==> src/rtl/toggle_cover_detect_pkg.sv <==
// toggle_cover_detect_pkg: shared toggle-coverage types, point-index helpers and popcount
package toggle_cover_detect_pkg;

    // Largest point vector any toggle-cover counter is expected to handle
    localparam int MAX_POINTS = 64;

    typedef enum logic {ARM, ACTIVE} state_e;

    // Rising transition of bit i lands at point i
    function automatic int rise_idx(input int i);
        return i;
    endfunction

    // Falling transition of bit i lands at point width+i
    function automatic int fall_idx(input int width, input int i);
        return width + i;
    endfunction

    function automatic logic [6:0] popcount(input logic [MAX_POINTS-1:0] v);
        logic [6:0] c;
        c = '0;
        for (int i = 0; i < MAX_POINTS; i++)
            c = c + 7'(v[i]);
        return c;
    endfunction

endpackage

==> src/rtl/toggle_cover_detect_if.sv <==
// toggle_cover_detect_if: control/sample inputs and coverage outputs of the toggle detector
interface toggle_cover_detect_if #(
    parameter int WIDTH = 6
);
    localparam int NP    = 2 * WIDTH;
    localparam int CNT_W = $clog2(NP + 1);

    logic             enable;
    logic             clear;
    logic [WIDTH-1:0] sig;
    logic [NP-1:0]    valid;
    logic [NP-1:0]    covered;
    logic [CNT_W-1:0] covered_cnt;
    logic             all_covered;

    modport master (
        output enable, clear, sig,
        input  valid, covered, covered_cnt, all_covered
    );

    modport slave (
        input  enable, clear, sig,
        output valid, covered, covered_cnt, all_covered
    );

endinterface

==> src/rtl/toggle_cover_detect_popcount.sv <==
// cover_popcount: number of set bits in an N-bit point vector
module cover_popcount
    import toggle_cover_detect_pkg::*;
#(
    parameter int N  = 12,
    parameter int CW = $clog2(N + 1)
) (
    input  logic [N-1:0]  vec_i,
    output logic [CW-1:0] cnt_o
);

    // Zero-extend into the shared popcount helper
    always_comb cnt_o = CW'(popcount(MAX_POINTS'(vec_i)));

endmodule

==> src/rtl/toggle_cover_detect.sv <==
// toggle_cover_detect: per-bit rise/fall detector with sticky coverage map and count
module toggle_cover_detect
    import toggle_cover_detect_pkg::*;
#(
    parameter int WIDTH     = 6,
    parameter int ONCE_ONLY = 1,
    parameter int NP        = 2 * WIDTH,
    parameter int CNT_W     = $clog2(NP + 1)
) (
    input  logic                 clk,
    input  logic                 rst,
    toggle_cover_detect_if.slave bus
);

    state_e           state_q, state_d;
    logic [WIDTH-1:0] prev_q;
    logic [NP-1:0]    valid_q, valid_d;
    logic [NP-1:0]    covered_q, covered_d;
    logic [CNT_W-1:0] cnt_q, cnt_d;
    logic             all_q;
    logic [NP-1:0]    hit;
    logic             det;

    // Count lags the map by one edge: it counts the map as currently registered
    cover_popcount #(.N(NP), .CW(CNT_W)) u_pop (
        .vec_i (covered_q),
        .cnt_o (cnt_d)
    );

    // Transition detection and next-state selection; clear drops any coincident toggle
    always_comb begin
        hit = '0;
        for (int i = 0; i < WIDTH; i++) begin
            hit[rise_idx(i)]        = bus.sig[i] & ~prev_q[i];
            hit[fall_idx(WIDTH, i)] = ~bus.sig[i] & prev_q[i];
        end
        det       = (state_q == ACTIVE) && bus.enable && !bus.clear;
        state_d   = bus.enable ? ACTIVE : ARM;
        valid_d   = !det ? '0 : (ONCE_ONLY != 0) ? (hit & ~covered_q) : hit;
        covered_d = bus.clear ? '0 : det ? (covered_q | hit) : covered_q;
    end

    // Arm/active state machine with all outputs registered
    always_ff @(posedge clk) begin
        if (rst) begin
            state_q   <= ARM;
            prev_q    <= '0;
            valid_q   <= '0;
            covered_q <= '0;
            cnt_q     <= '0;
            all_q     <= 1'b0;
        end else begin
            state_q   <= state_d;
            prev_q    <= bus.sig;
            valid_q   <= valid_d;
            covered_q <= covered_d;
            cnt_q     <= cnt_d;
            all_q     <= (cnt_d == CNT_W'(NP));
        end
    end

    assign bus.valid       = valid_q;
    assign bus.covered     = covered_q;
    assign bus.covered_cnt = cnt_q;
    assign bus.all_covered = all_q;

endmodule
==> src/flat_wrapper.sv <==
// flat-port wrapper written by rule: the top's interface ports become plain ports
module toggle_cover_detect_flat import toggle_cover_detect_pkg::*;
#(
    parameter int WIDTH     = 6,
    parameter int ONCE_ONLY = 1,
    parameter int NP        = 2 * WIDTH,
    parameter int CNT_W     = $clog2(NP + 1)
)
  (clk, rst, bus_enable, bus_clear, bus_sig, bus_valid, bus_covered, bus_covered_cnt, bus_all_covered);
  toggle_cover_detect_if #(.WIDTH(WIDTH)) bus_i ();
  input  logic clk;
  input  logic rst;
  input wire logic [$bits(bus_i.enable)-1:0] bus_enable;
  input wire logic [$bits(bus_i.clear)-1:0] bus_clear;
  input wire logic [$bits(bus_i.sig)-1:0] bus_sig;
  output wire logic [$bits(bus_i.valid)-1:0] bus_valid;
  output wire logic [$bits(bus_i.covered)-1:0] bus_covered;
  output wire logic [$bits(bus_i.covered_cnt)-1:0] bus_covered_cnt;
  output wire logic [$bits(bus_i.all_covered)-1:0] bus_all_covered;
  assign bus_i.enable = bus_enable;
  assign bus_i.clear = bus_clear;
  assign bus_i.sig = bus_sig;
  assign bus_valid = bus_i.valid;
  assign bus_covered = bus_i.covered;
  assign bus_covered_cnt = bus_i.covered_cnt;
  assign bus_all_covered = bus_i.all_covered;
  toggle_cover_detect #(.WIDTH(WIDTH), .ONCE_ONLY(ONCE_ONLY), .NP(NP), .CNT_W(CNT_W)) u_core (.clk(clk), .rst(rst), .bus(bus_i));
endmodule
==> config.mk <==
export PLATFORM = sky130hd
export DESIGN_NAME = toggle_cover_detect_flat
export DESIGN_NICKNAME = d
export VERILOG_FILES = /design/src/rtl/toggle_cover_detect_pkg.sv /design/src/rtl/toggle_cover_detect_if.sv /design/src/rtl/toggle_cover_detect_popcount.sv /design/src/rtl/toggle_cover_detect.sv /design/src/flat_wrapper.sv
export SDC_FILE = /design/constraint.sdc
export NUM_CORES = 1
export LEC_CHECK = 0
export CAP_MARGIN = 10
export CORE_AREA = 8 8 64 79
export CTS_CLUSTER_DIAMETER = 100
export DETAILED_ROUTE_END_ITERATION = 12
export DIE_AREA = 0 0 72 87
export GPL_TIMING_DRIVEN = 0
export SLEW_MARGIN = 30
export SYNTH_ARGS = -nofsm -noshare
export SYNTH_HDL_FRONTEND = slang
export SYNTH_SLANG_ARGS = --single-unit
==> constraint.sdc <==
create_clock -name clk -period 9.5 [get_ports clk]
set_input_delay 0.95 -clock clk [delete_from_list [all_inputs] [get_ports clk]]
set_output_delay 0.95 -clock clk [all_outputs]
set_load 0.1 [all_outputs]
==> results.ini <==
[logic_synthesis]
synth.avg_cell_area_um2 = 10.20
ys_ff_latch = 36
ys_seq_area_share_pct = 54.34
synthDistinctLibCells = 16
syn_area_um2 = 1326
synth.largest_area_cell = dfxtp_1
synth_top_cell_area_share_pct = 54.34
ys_warn_count = 0
synth_cells = 130
synth_area_leaders = dfxtp_1 (54%), fa_1 (11%), nand2_1 (6.8%), nand3b_1 (6.8%), inv_1 (4.2%)
synth_nets = 151

[place]
port_buffers = 38
place_congestion = 0.7293
place_inst = 224
dp_hpwl_um = 2123

[final_layout]
antennaDiodeCount = 0
stdcell_count = 232
n_fill_cell = 373
final_nets = 196
final_common_cell = clkdlybuf4s50_1
layout_common_cells = clkdlybuf4s50_1 (38), dfxtp_1 (36), nand2_1 (24)
area_delta_synth_final_pct = 43.49
drive_above_1_share_pct = 6.250

[setup_path]
crit_buf_inv = 2
slowest_delay_ps = 530
cp_top_family = adder cells
required_ps = 9680
crit_chain = inv_1 > fa_1 > fa_1 > fa_1 > fa_1 > inv_1 > ha_1 > fa_1 > xnor2_1 > nor2_1 > nor4b_1
ff2ff_path_depth = 11
critical-path-slowest-cell = fa_1
path_common_cell = fa_1
startpoint_type = register
cp_num_cells = 11
cp.arrival_ps = 3830
rr_startpoint = u_core.bus.covered[0]
timing.critical_path.from = u_core.bus.covered[0]
crit_path_max_fanout = 4
crit_type = reg2reg
reg2reg_slack_ps = 5850
r2r-end = u_core.bus.all_covered
end_kind = register
critical_path.endpoint = u_core.bus.all_covered

[global_route]
first_global_vias = 1038
antenna_found_initial = 0
grt.overflow.total = 0
grt_pass1_wl_um = 4547
grt_max_degree = 12
track_usage_pct = 9.494

[run]
drv_cap = 0

[clocking]
clock-root-buffer = clkbuf_8
post_cts_resized = 0
cts_tree = built
clockBufferDepth = 2
cts_buffers = 5
htree_levels = 2
cts.sinks = 36
clk_latency_ps = 280
postCtsSetupRepairBufs = 0
cts_hold_buf = 0
clkTransAtPathRegs_ps = 70

[route]
ant_nets = 0
wl_um = 2740
drtIter0Drc = 46
vias = 992
viasPerCell = 4.276
drt_pass1_iterations = 4
drc = 0
wl_per_cell_um = 11.81

[floorplan]
start_util_pct = 33.69
row_count = 26
die_h_um = 87
die_area_um2 = 6264
die_w_um = 72
io_pins = 39
core-area_um2 = 3936

[sta]
relSlewSlack_pct = 34.75
max_slew.worst_pin.slew_ps = 975.7
finalHoldViolCount = 0
rsz0062_at_grt = no
drv_slew = 0
period_minus_slack_ps = 3654
fin_worst_skew_ps = 4.400
setup_tns_ps = 0
finalCritPeriodShare_pct = 38.46
setup_viol = 0
fmax_mhz = 273.7

[power_and_ir_drop]
peakVddDrop_mv = 0.08068
p_per_area_nw_per_um2 = 167.7
leakagePower_nw = 0.8338

[hold_path]
hold_class = reg2reg

[run_status]
outcome = finished, final reports clean

-- cells in the mapped netlist, drive strengths merged --
library cell,count
dfxtp,36
nand2,24
inv,15
nor2,15
nand3b,12
nor2b,9
fa,7
ha,4
buf,2
a21o,1
a21oi,1
and4bb,1
clkbuf,1
nor4b,1
xnor2,1
-- worst min path at each step --
stage / from / endpoint / slack [ps] / depth (start not counted)
after floorplan: u_core.prev_q[5] / u_core.bus.valid[11] / 450 / 2
after global placement: u_core.bus.covered[6] / u_core.bus.valid[6] / 450 / 1
after detailed placement: u_core.bus.covered[6] / u_core.bus.valid[6] / 450 / 1
after CTS: u_core.bus.covered[3] / u_core.bus.valid[3] / 470 / 1
after global routing: u_core.bus.covered[1] / u_core.bus.valid[1] / 490 / 1
final: u_core.bus.covered[1] / u_core.bus.valid[1] / 460 / 1
-- cell families after synthesis --
kind of cell / after synthesis / share of synthesized area [%]
buffers and inverters: 18 / 5.754
xor gates and xnor gates: 1 / 0.6605
DFF: 36 / 54.34
adders and majority gates: 11 / 14.34
and+or+nand+nor: 62 / 23.96
AOI/OAI and AO/OA: 2 / 0.9432
-- area by class of cell --
| cell class | instances | area [um2] | area share, % |
|---|---|---|---|
| multi-input cells | 76 | 529.3 | 27.81 |
| flip-flops and latches | 36 | 720.7 | 37.87 |
| clock buffers | 7 | 96.34 | 5.062 |
| clock inverters | 1 | 30.03 | 1.578 |
| inverters | 15 | 56.30 | 2.959 |
| well taps | 56 | 70.07 | 3.682 |
| repair buffers | 38 | 380.4 | 19.99 |
| plain buffers | 3 | 20.02 | 1.052 |
-- through the flow --
step / total power, mW / hold slack (ps) / instance area (um2) / setup WS [ps] / utilization (%)
final: 0.3191 / 461.9 / 1903 / 5846 / 48.35
after global routing: 0.3293 / 491.9 / 1903 / 5628 / 48.35
after global placement: 0.1784 / 450.9 / 1777 / 5929 / 45.14
after detailed placement: 0.1790 / 453.0 / 1777 / 5837 / 45.14
after floorplan: 0.1706 / 452.7 / 1326 / 5333 / -
after CTS: 0.3224 / 465.4 / 1903 / 5818 / 48.35
-- flip-flops by register name, indices dropped and copies added (netlist names) --
name,cells
u_core.bus.all_covered,1
u_core.bus.covered,12
u_core.bus.covered_cnt,4
u_core.bus.valid,12
u_core.prev_q,6
u_core.state_q,1
-- power by group --
group	internal, mW	total [mW]	switching [mW]
Clock	0.0926	0.144	0.0511
Combinational	0.00808	0.0206	0.0125
Sequential	0.153	0.155	0.00131
Total	0.254	0.319	0.0650
-- metal layers --
layer / track usage (%) / vias to the layer above / share of wire [%]
li1: - / 485 / -
met1: 9.091 / 471 / 40
met2: 16.28 / 30 / 49
met3: 3.687 / 6 / 8.4
met4: 6.704 / 0 / 2.9
met5: 0 / - / 0
Power figures use the tool's default switching activity.
